$ cat src/rtl/uc_axi_master_pkg.sv
// Shared AXI4 encodings and FSM state type for the single-beat command-to-AXI master.
package uc_axi_master_pkg;

  typedef enum logic [1:0] {
    BurstFixed = 2'b00,
    BurstIncr  = 2'b01,
    BurstWrap  = 2'b10
  } axi_burst_e;

  typedef enum logic [1:0] {
    RespOkay   = 2'b00,
    RespExokay = 2'b01,
    RespSlverr = 2'b10,
    RespDecerr = 2'b11
  } axi_resp_e;

  typedef enum logic [2:0] {
    StIdle,
    StWrReq,
    StWrResp,
    StRdReq,
    StRdResp,
    StRsp
  } mst_state_e;

endpackage

$ cat src/rtl/uc_axi_master.sv
// Single-beat AXI4 master: turns one command into one AXI transaction and returns one response.
module uc_axi_master
  import uc_axi_master_pkg::*;
#(
  parameter int unsigned ATX_DATA_W = 8,
  parameter int unsigned ATX_ADDR_W = 32,
  parameter int unsigned ATX_ID_W   = 5,
  parameter int unsigned ATX_LEN_W  = 8,
  parameter int unsigned ATX_RESP_W = 2,
  parameter logic [ATX_ID_W-1:0] MST_ID = ATX_ID_W'(1)
) (
  input  logic                  clk,
  input  logic                  rst_n,
  input  logic                  cmd_wr_i,
  input  logic [ATX_ADDR_W-1:0] cmd_addr_i,
  input  logic [ATX_DATA_W-1:0] cmd_wdata_i,
  input  logic                  cmd_vld_i,
  output logic                  cmd_rdy_o,
  output logic                  rsp_wr_o,
  output logic [ATX_DATA_W-1:0] rsp_rdata_o,
  output logic [ATX_RESP_W-1:0] rsp_resp_o,
  output logic                  rsp_err_o,
  output logic                  rsp_vld_o,
  input  logic                  rsp_rdy_i,
  output logic [ATX_ID_W-1:0]   m_awid_o,
  output logic [ATX_ADDR_W-1:0] m_awaddr_o,
  output logic [1:0]            m_awburst_o,
  output logic [ATX_LEN_W-1:0]  m_awlen_o,
  output logic                  m_awvalid_o,
  input  logic                  m_awready_i,
  output logic [ATX_DATA_W-1:0] m_wdata_o,
  output logic                  m_wlast_o,
  output logic                  m_wvalid_o,
  input  logic                  m_wready_i,
  input  logic [ATX_ID_W-1:0]   m_bid_i,
  input  logic [ATX_RESP_W-1:0] m_bresp_i,
  input  logic                  m_bvalid_i,
  output logic                  m_bready_o,
  output logic [ATX_ID_W-1:0]   m_arid_o,
  output logic [ATX_ADDR_W-1:0] m_araddr_o,
  output logic [1:0]            m_arburst_o,
  output logic [ATX_LEN_W-1:0]  m_arlen_o,
  output logic                  m_arvalid_o,
  input  logic                  m_arready_i,
  input  logic [ATX_ID_W-1:0]   m_rid_i,
  input  logic [ATX_DATA_W-1:0] m_rdata_i,
  input  logic [ATX_RESP_W-1:0] m_rresp_i,
  input  logic                  m_rlast_i,
  input  logic                  m_rvalid_i,
  output logic                  m_rready_o
);

  mst_state_e            state_q, state_d;
  logic [ATX_ADDR_W-1:0] addr_q, addr_d;
  logic [ATX_DATA_W-1:0] wdata_q, wdata_d;
  logic                  wr_q, wr_d;
  logic                  awvalid_q, awvalid_d;
  logic                  wvalid_q, wvalid_d;
  logic                  aw_done_q, aw_done_d;
  logic                  w_done_q, w_done_d;
  logic                  bready_q, bready_d;
  logic                  arvalid_q, arvalid_d;
  logic                  rready_q, rready_d;
  logic [ATX_DATA_W-1:0] rdata_q, rdata_d;
  logic [ATX_RESP_W-1:0] resp_q, resp_d;
  logic                  err_q, err_d;
  logic                  aw_hs, w_hs;

  always_ff @(posedge clk) begin
    if (!rst_n) begin
      state_q   <= StIdle;
      addr_q    <= '0;
      wdata_q   <= '0;
      wr_q      <= 1'b0;
      awvalid_q <= 1'b0;
      wvalid_q  <= 1'b0;
      aw_done_q <= 1'b0;
      w_done_q  <= 1'b0;
      bready_q  <= 1'b0;
      arvalid_q <= 1'b0;
      rready_q  <= 1'b0;
      rdata_q   <= '0;
      resp_q    <= '0;
      err_q     <= 1'b0;
    end else begin
      state_q   <= state_d;
      addr_q    <= addr_d;
      wdata_q   <= wdata_d;
      wr_q      <= wr_d;
      awvalid_q <= awvalid_d;
      wvalid_q  <= wvalid_d;
      aw_done_q <= aw_done_d;
      w_done_q  <= w_done_d;
      bready_q  <= bready_d;
      arvalid_q <= arvalid_d;
      rready_q  <= rready_d;
      rdata_q   <= rdata_d;
      resp_q    <= resp_d;
      err_q     <= err_d;
    end
  end

  always_comb begin
    state_d   = state_q;
    addr_d    = addr_q;
    wdata_d   = wdata_q;
    wr_d      = wr_q;
    awvalid_d = awvalid_q;
    wvalid_d  = wvalid_q;
    aw_done_d = aw_done_q;
    w_done_d  = w_done_q;
    bready_d  = bready_q;
    arvalid_d = arvalid_q;
    rready_d  = rready_q;
    rdata_d   = rdata_q;
    resp_d    = resp_q;
    err_d     = err_q;
    aw_hs     = awvalid_q & m_awready_i;
    w_hs      = wvalid_q & m_wready_i;

    unique case (state_q)
      StIdle: begin
        if (cmd_vld_i) begin
          addr_d  = cmd_addr_i;
          wdata_d = cmd_wdata_i;
          wr_d    = cmd_wr_i;
          if (cmd_wr_i) begin
            state_d   = StWrReq;
            awvalid_d = 1'b1;
            wvalid_d  = 1'b1;
            aw_done_d = 1'b0;
            w_done_d  = 1'b0;
          end else begin
            state_d   = StRdReq;
            arvalid_d = 1'b1;
          end
        end
      end
      StWrReq: begin
        // AW and W complete independently; sticky flags cover either order or both at once.
        if (aw_hs) begin
          awvalid_d = 1'b0;
          aw_done_d = 1'b1;
        end
        if (w_hs) begin
          wvalid_d = 1'b0;
          w_done_d = 1'b1;
        end
        if ((aw_done_q | aw_hs) & (w_done_q | w_hs)) begin
          state_d   = StWrResp;
          bready_d  = 1'b1;
          aw_done_d = 1'b0;
          w_done_d  = 1'b0;
        end
      end
      StWrResp: begin
        if (m_bvalid_i & bready_q) begin
          resp_d   = m_bresp_i;
          err_d    = (m_bid_i != MST_ID);
          rdata_d  = '0;
          bready_d = 1'b0;
          state_d  = StRsp;
        end
      end
      StRdReq: begin
        if (arvalid_q & m_arready_i) begin
          arvalid_d = 1'b0;
          rready_d  = 1'b1;
          state_d   = StRdResp;
        end
      end
      StRdResp: begin
        if (m_rvalid_i & rready_q) begin
          rdata_d  = m_rdata_i;
          resp_d   = m_rresp_i;
          err_d    = (m_rid_i != MST_ID) | ~m_rlast_i;
          rready_d = 1'b0;
          state_d  = StRsp;
        end
      end
      StRsp: begin
        if (rsp_rdy_i) state_d = StIdle;
      end
      default: state_d = StIdle;
    endcase
  end

  assign cmd_rdy_o   = (state_q == StIdle);
  assign rsp_vld_o   = (state_q == StRsp);
  assign rsp_wr_o    = wr_q;
  assign rsp_rdata_o = rdata_q;
  assign rsp_resp_o  = resp_q;
  assign rsp_err_o   = err_q;

  assign m_awid_o    = MST_ID;
  assign m_awaddr_o  = addr_q;
  assign m_awburst_o = BurstIncr;
  assign m_awlen_o   = '0;
  assign m_awvalid_o = awvalid_q;
  assign m_wdata_o   = wdata_q;
  assign m_wlast_o   = 1'b1;
  assign m_wvalid_o  = wvalid_q;
  assign m_bready_o  = bready_q;
  assign m_arid_o    = MST_ID;
  assign m_araddr_o  = addr_q;
  assign m_arburst_o = BurstIncr;
  assign m_arlen_o   = '0;
  assign m_arvalid_o = arvalid_q;
  assign m_rready_o  = rready_q;

endmodule

$ cat config.mk
export PLATFORM = sky130hd
export DESIGN_NAME = uc_axi_master
export DESIGN_NICKNAME = d
export VERILOG_FILES = /design/src/rtl/uc_axi_master_pkg.sv /design/src/rtl/uc_axi_master.sv
export SDC_FILE = /design/constraint.sdc
export NUM_CORES = 1
export LEC_CHECK = 0
export CORE_MARGIN = 2
export CORE_UTILIZATION = 36
export DETAILED_ROUTE_END_ITERATION = 7
export PLACE_DENSITY = 0.86
export SLEW_MARGIN = 25
export SYNTH_ARGS = -nofsm -noshare
export SYNTH_HDL_FRONTEND = slang
export SYNTH_SLANG_ARGS = --single-unit
$ cat constraint.sdc
create_clock -name clk -period 2.3 [get_ports clk]
set_input_delay 0.46 -clock clk [delete_from_list [all_inputs] [get_ports clk]]
set_output_delay 0.46 -clock clk [all_outputs]
set_load 0.005 [all_outputs]
==> flow_metrics.py <==
metrics = {
    "run_status": {
        "status": "complete, no violations",
    },
    "yosys": {
        "synth.distinct_cells": 37,
        "synth_top_cell_area_share": 0.4225,
        "yosys-top-cells-area": "dfxtp_1 (42%), buf_4 (16%), nand2_1 (12%)",
        "synth-async-reset-ratio": 0,
        "synth_common_cells": "nand2_1 (93), buf_4 (64), dfxtp_1 (62)",
        "ys_warn_count": 0,
        "ys.flop_type": "dfxtp_1",
        "yosysMostFrequentCell": "nand2_1",
        "yosysSeqAreaShare": 0.4225,
        "synthCells": 371,
        "syn_avg_cell_area_um2": 7.919,
        "synth-seq-cells": 62,
        "synth_edf_count": 0,
        "synth_area_um2": 2938,
        "synth_largest_area_cell": "dfxtp_1",
    },
    "place": {
        "gp_congestion": 0.7569,
        "dpl.hpwl_mm": 6.196,
        "port_buffers": 163,
        "pre_cts_ws_ps": 217.9,
    },
    "hold_path": {
        "whs_path_depth": 2,
        "hp-class": "register to register",
        "worstHoldEndpoint": "m_wdata_o[7]$_SDFFE_PN0P_",
        "hp-start": "m_wdata_o[7]$_SDFFE_PN0P_",
    },
    "route": {
        "first_iter_violations": 84,
        "finalWirelength_mm": 7.995,
        "ant_nets": 0,
        "vias": 2836,
        "firstDrtPassIters": 4,
        "drcViolationCount": 0,
        "wl_per_cell_um": 13.24,
        "routed_via_density": 4.695,
    },
    "clock_network": {
        "clock_tree.root_cell": "clkbuf_8",
        "cts_buffers": 9,
        "cts_buffer_depth": 2,
        "clkTransAtPathRegs_ps": 70,
        "worstSkewPairLatency_ps": 320,
        "cts_max_level": 3,
        "tritoncts": "yes",
        "cts.sinks": 62,
        "postCtsHoldBufs": 0,
        "cts_resized": 0,
        "post_cts_buffers": 0,
    },
    "pwr": {
        "ir_drop_uv": 468.1,
        "p_leak_nw": 1.676,
        "power.density_nw_per_um2": 927.8,
    },
    "cells_and_area": {
        "final_nets": 570,
        "drive_gt1_frac": 0.06175,
        "multi_input_area_um2": 1205,
        "nFillCells": 733,
        "diodes": 0,
        "area_growth_pct": 52.26,
        "register_area_um2": 1241,
        "finish.utilization": 0.5729,
    },
    "job": {
        "cap_violations": 0,
    },
    "sta": {
        "fin_crit_ps": 2189,
        "final_hold_viol_count": 0,
        "finClkSkew_ps": 9.504,
        "rsz0062_at_grt": "false",
        "relSlewSlack": 0.6245,
        "fin_ws_ps": 110.6,
        "setup_viol": 0,
        "finalSetupTns_ps": 0,
        "fmax_mhz": 456.7,
        "tightestPinTransition_ps": 560.7,
        "slew_violations": 0,
        "fin_crit_sh": 0.9519,
    },
    "worst_setup_path": {
        "path_max_fanout": 10,
        "critical_path_required_ps": 1840,
        "crit_slowest_cell": "dfxtp_1",
        "start_kind": "register",
        "rrSetupSlack_ps": 470,
        "cp.arrival_ps": 1730,
        "rr_startpoint": "state_q[2]$_SDFFE_PN0P_",
        "timing.rr.end": "rsp_err_o$_SDFFE_PN0P_",
        "cp-end-kind": "primary output",
        "reg2reg_depth": 4,
        "path_buf_inv": 1,
        "path_class": "register to primary output",
        "path_delay_family": "flip-flops",
        "crit_chain": "nor2b_1 -> and2_1 -> clkdlybuf4s50_1",
        "critPathMaxStageDelay_ps": 540,
    },
    "floorplanning": {
        "die_y_um": 94.34,
        "ioPinCount": 195,
        "start_util": 0.3763,
        "core-area_um2": 7807,
        "rows": 32,
        "die_area_um2": 8899,
        "die_x_um": 94.34,
    },
    "global_route": {
        "grt_max_degree": 42,
        "grt_pass1_wl_mm": 12.48,
        "antenna_found_initial": 0,
        "grt_pass1_vias": 2746,
        "track_usage": 0.1767,
        "overflow": 0,
    },
}
[registers in the layout (all words and copies together), names as in the netlist]
name,cells
aw_done_q,1
m_araddr_o,32
m_arvalid_o,1
m_awvalid_o,1
m_bready_o,1
m_rready_o,1
m_wdata_o,8
m_wvalid_o,1
rsp_err_o,1
rsp_rdata_o,8
rsp_resp_o,2
rsp_wr_o,1
state_q,3
w_done_q,1
[cells in the final DEF (no fill, tap or decap), types with 2 or more instances in the layout]
master	n
clkdlybuf4s50_1	163
nand2_1	93
dfxtp_1	62
a21oi_1	61
conb_1	31
o21ai_0	13
nand4_1	10
buf_4	10
clkbuf_8	9
nor3_1	5
mux2i_1	5
clkinv_2	4
nor2_1	3
nand3_1	3
nor2b_1	2
and2_1	2
inv_1	2
or3_1	2
clkbuf_1	2
[worst max path at each step]
stage                       startpoint                         end  depth (start not counted)
6_report       state_q[2]$_SDFFE_PN0P_                   rsp_vld_o                          3
5_1_grt        state_q[2]$_SDFFE_PN0P_                   rsp_vld_o                          3
2_1_floorplan  state_q[1]$_SDFFE_PN0P_      rsp_err_o$_SDFFE_PN0P_                          6
3_5_place_dp                m_bvalid_i  rsp_resp_o[0]$_SDFFE_PN0P_                          6
3_3_place_gp                m_bvalid_i  rsp_resp_o[0]$_SDFFE_PN0P_                          6
4_1_cts        state_q[2]$_SDFFE_PN0P_                   rsp_vld_o                          3
[layer usage]
metal,global-route usage,up-vias,wire (µm)
met4,0.06884,0,103
li1,-,1395,-
met5,0,-,0
met1,0.1849,1289,2978
met2,0.3310,143,4131
met3,0.05188,9,781
[final cells by class]
| type | instances | share of cell area |
|---|---|---|
| Clock buffer | 11 | 0.02937 |
| Clock inverter | 5 | 0.01119 |
| Inverter | 3 | 0.002517 |
| Multi-Input combinational cell | 248 | 0.2694 |
| Sequential cell | 62 | 0.2775 |
| Tap cell | 102 | 0.02853 |
| Timing Repair Buffer | 173 | 0.3815 |
[worst min-delay path: stages (launching register included)]
cell,delay (ps)
dfxtp_1,310
nand2_1,50
a21oi_1,50
[cell families after synthesis]
family          synth area share
simple gates              0.1968
compound gates            0.1567
flops                     0.4225
buf+inv                   0.2044
other cells             0.002556
mux                      0.01704
[per-stage QoR]
stage	power, W	hold WS (ps)	area [µm²]	instances
floorplan	0.002520	441.1	3047	400
CTS	0.004205	455.5	4473	604
detailed placement	0.003296	445.8	4292	588
finish	0.004150	454.3	4473	604
global placement	0.003226	441.9	4292	588
global route	0.004449	484.2	4473	604
[power by group]
part	internal, W	switching [W]	leakage, nW
Combinational	0.000964	0.000822	1.07
Clock	0.000494	0.000394	0.0968
Sequential	0.00129	0.000188	0.507
Total	0.00275	0.00140	1.68
Note: power is estimated with default switching activity, not from simulation.
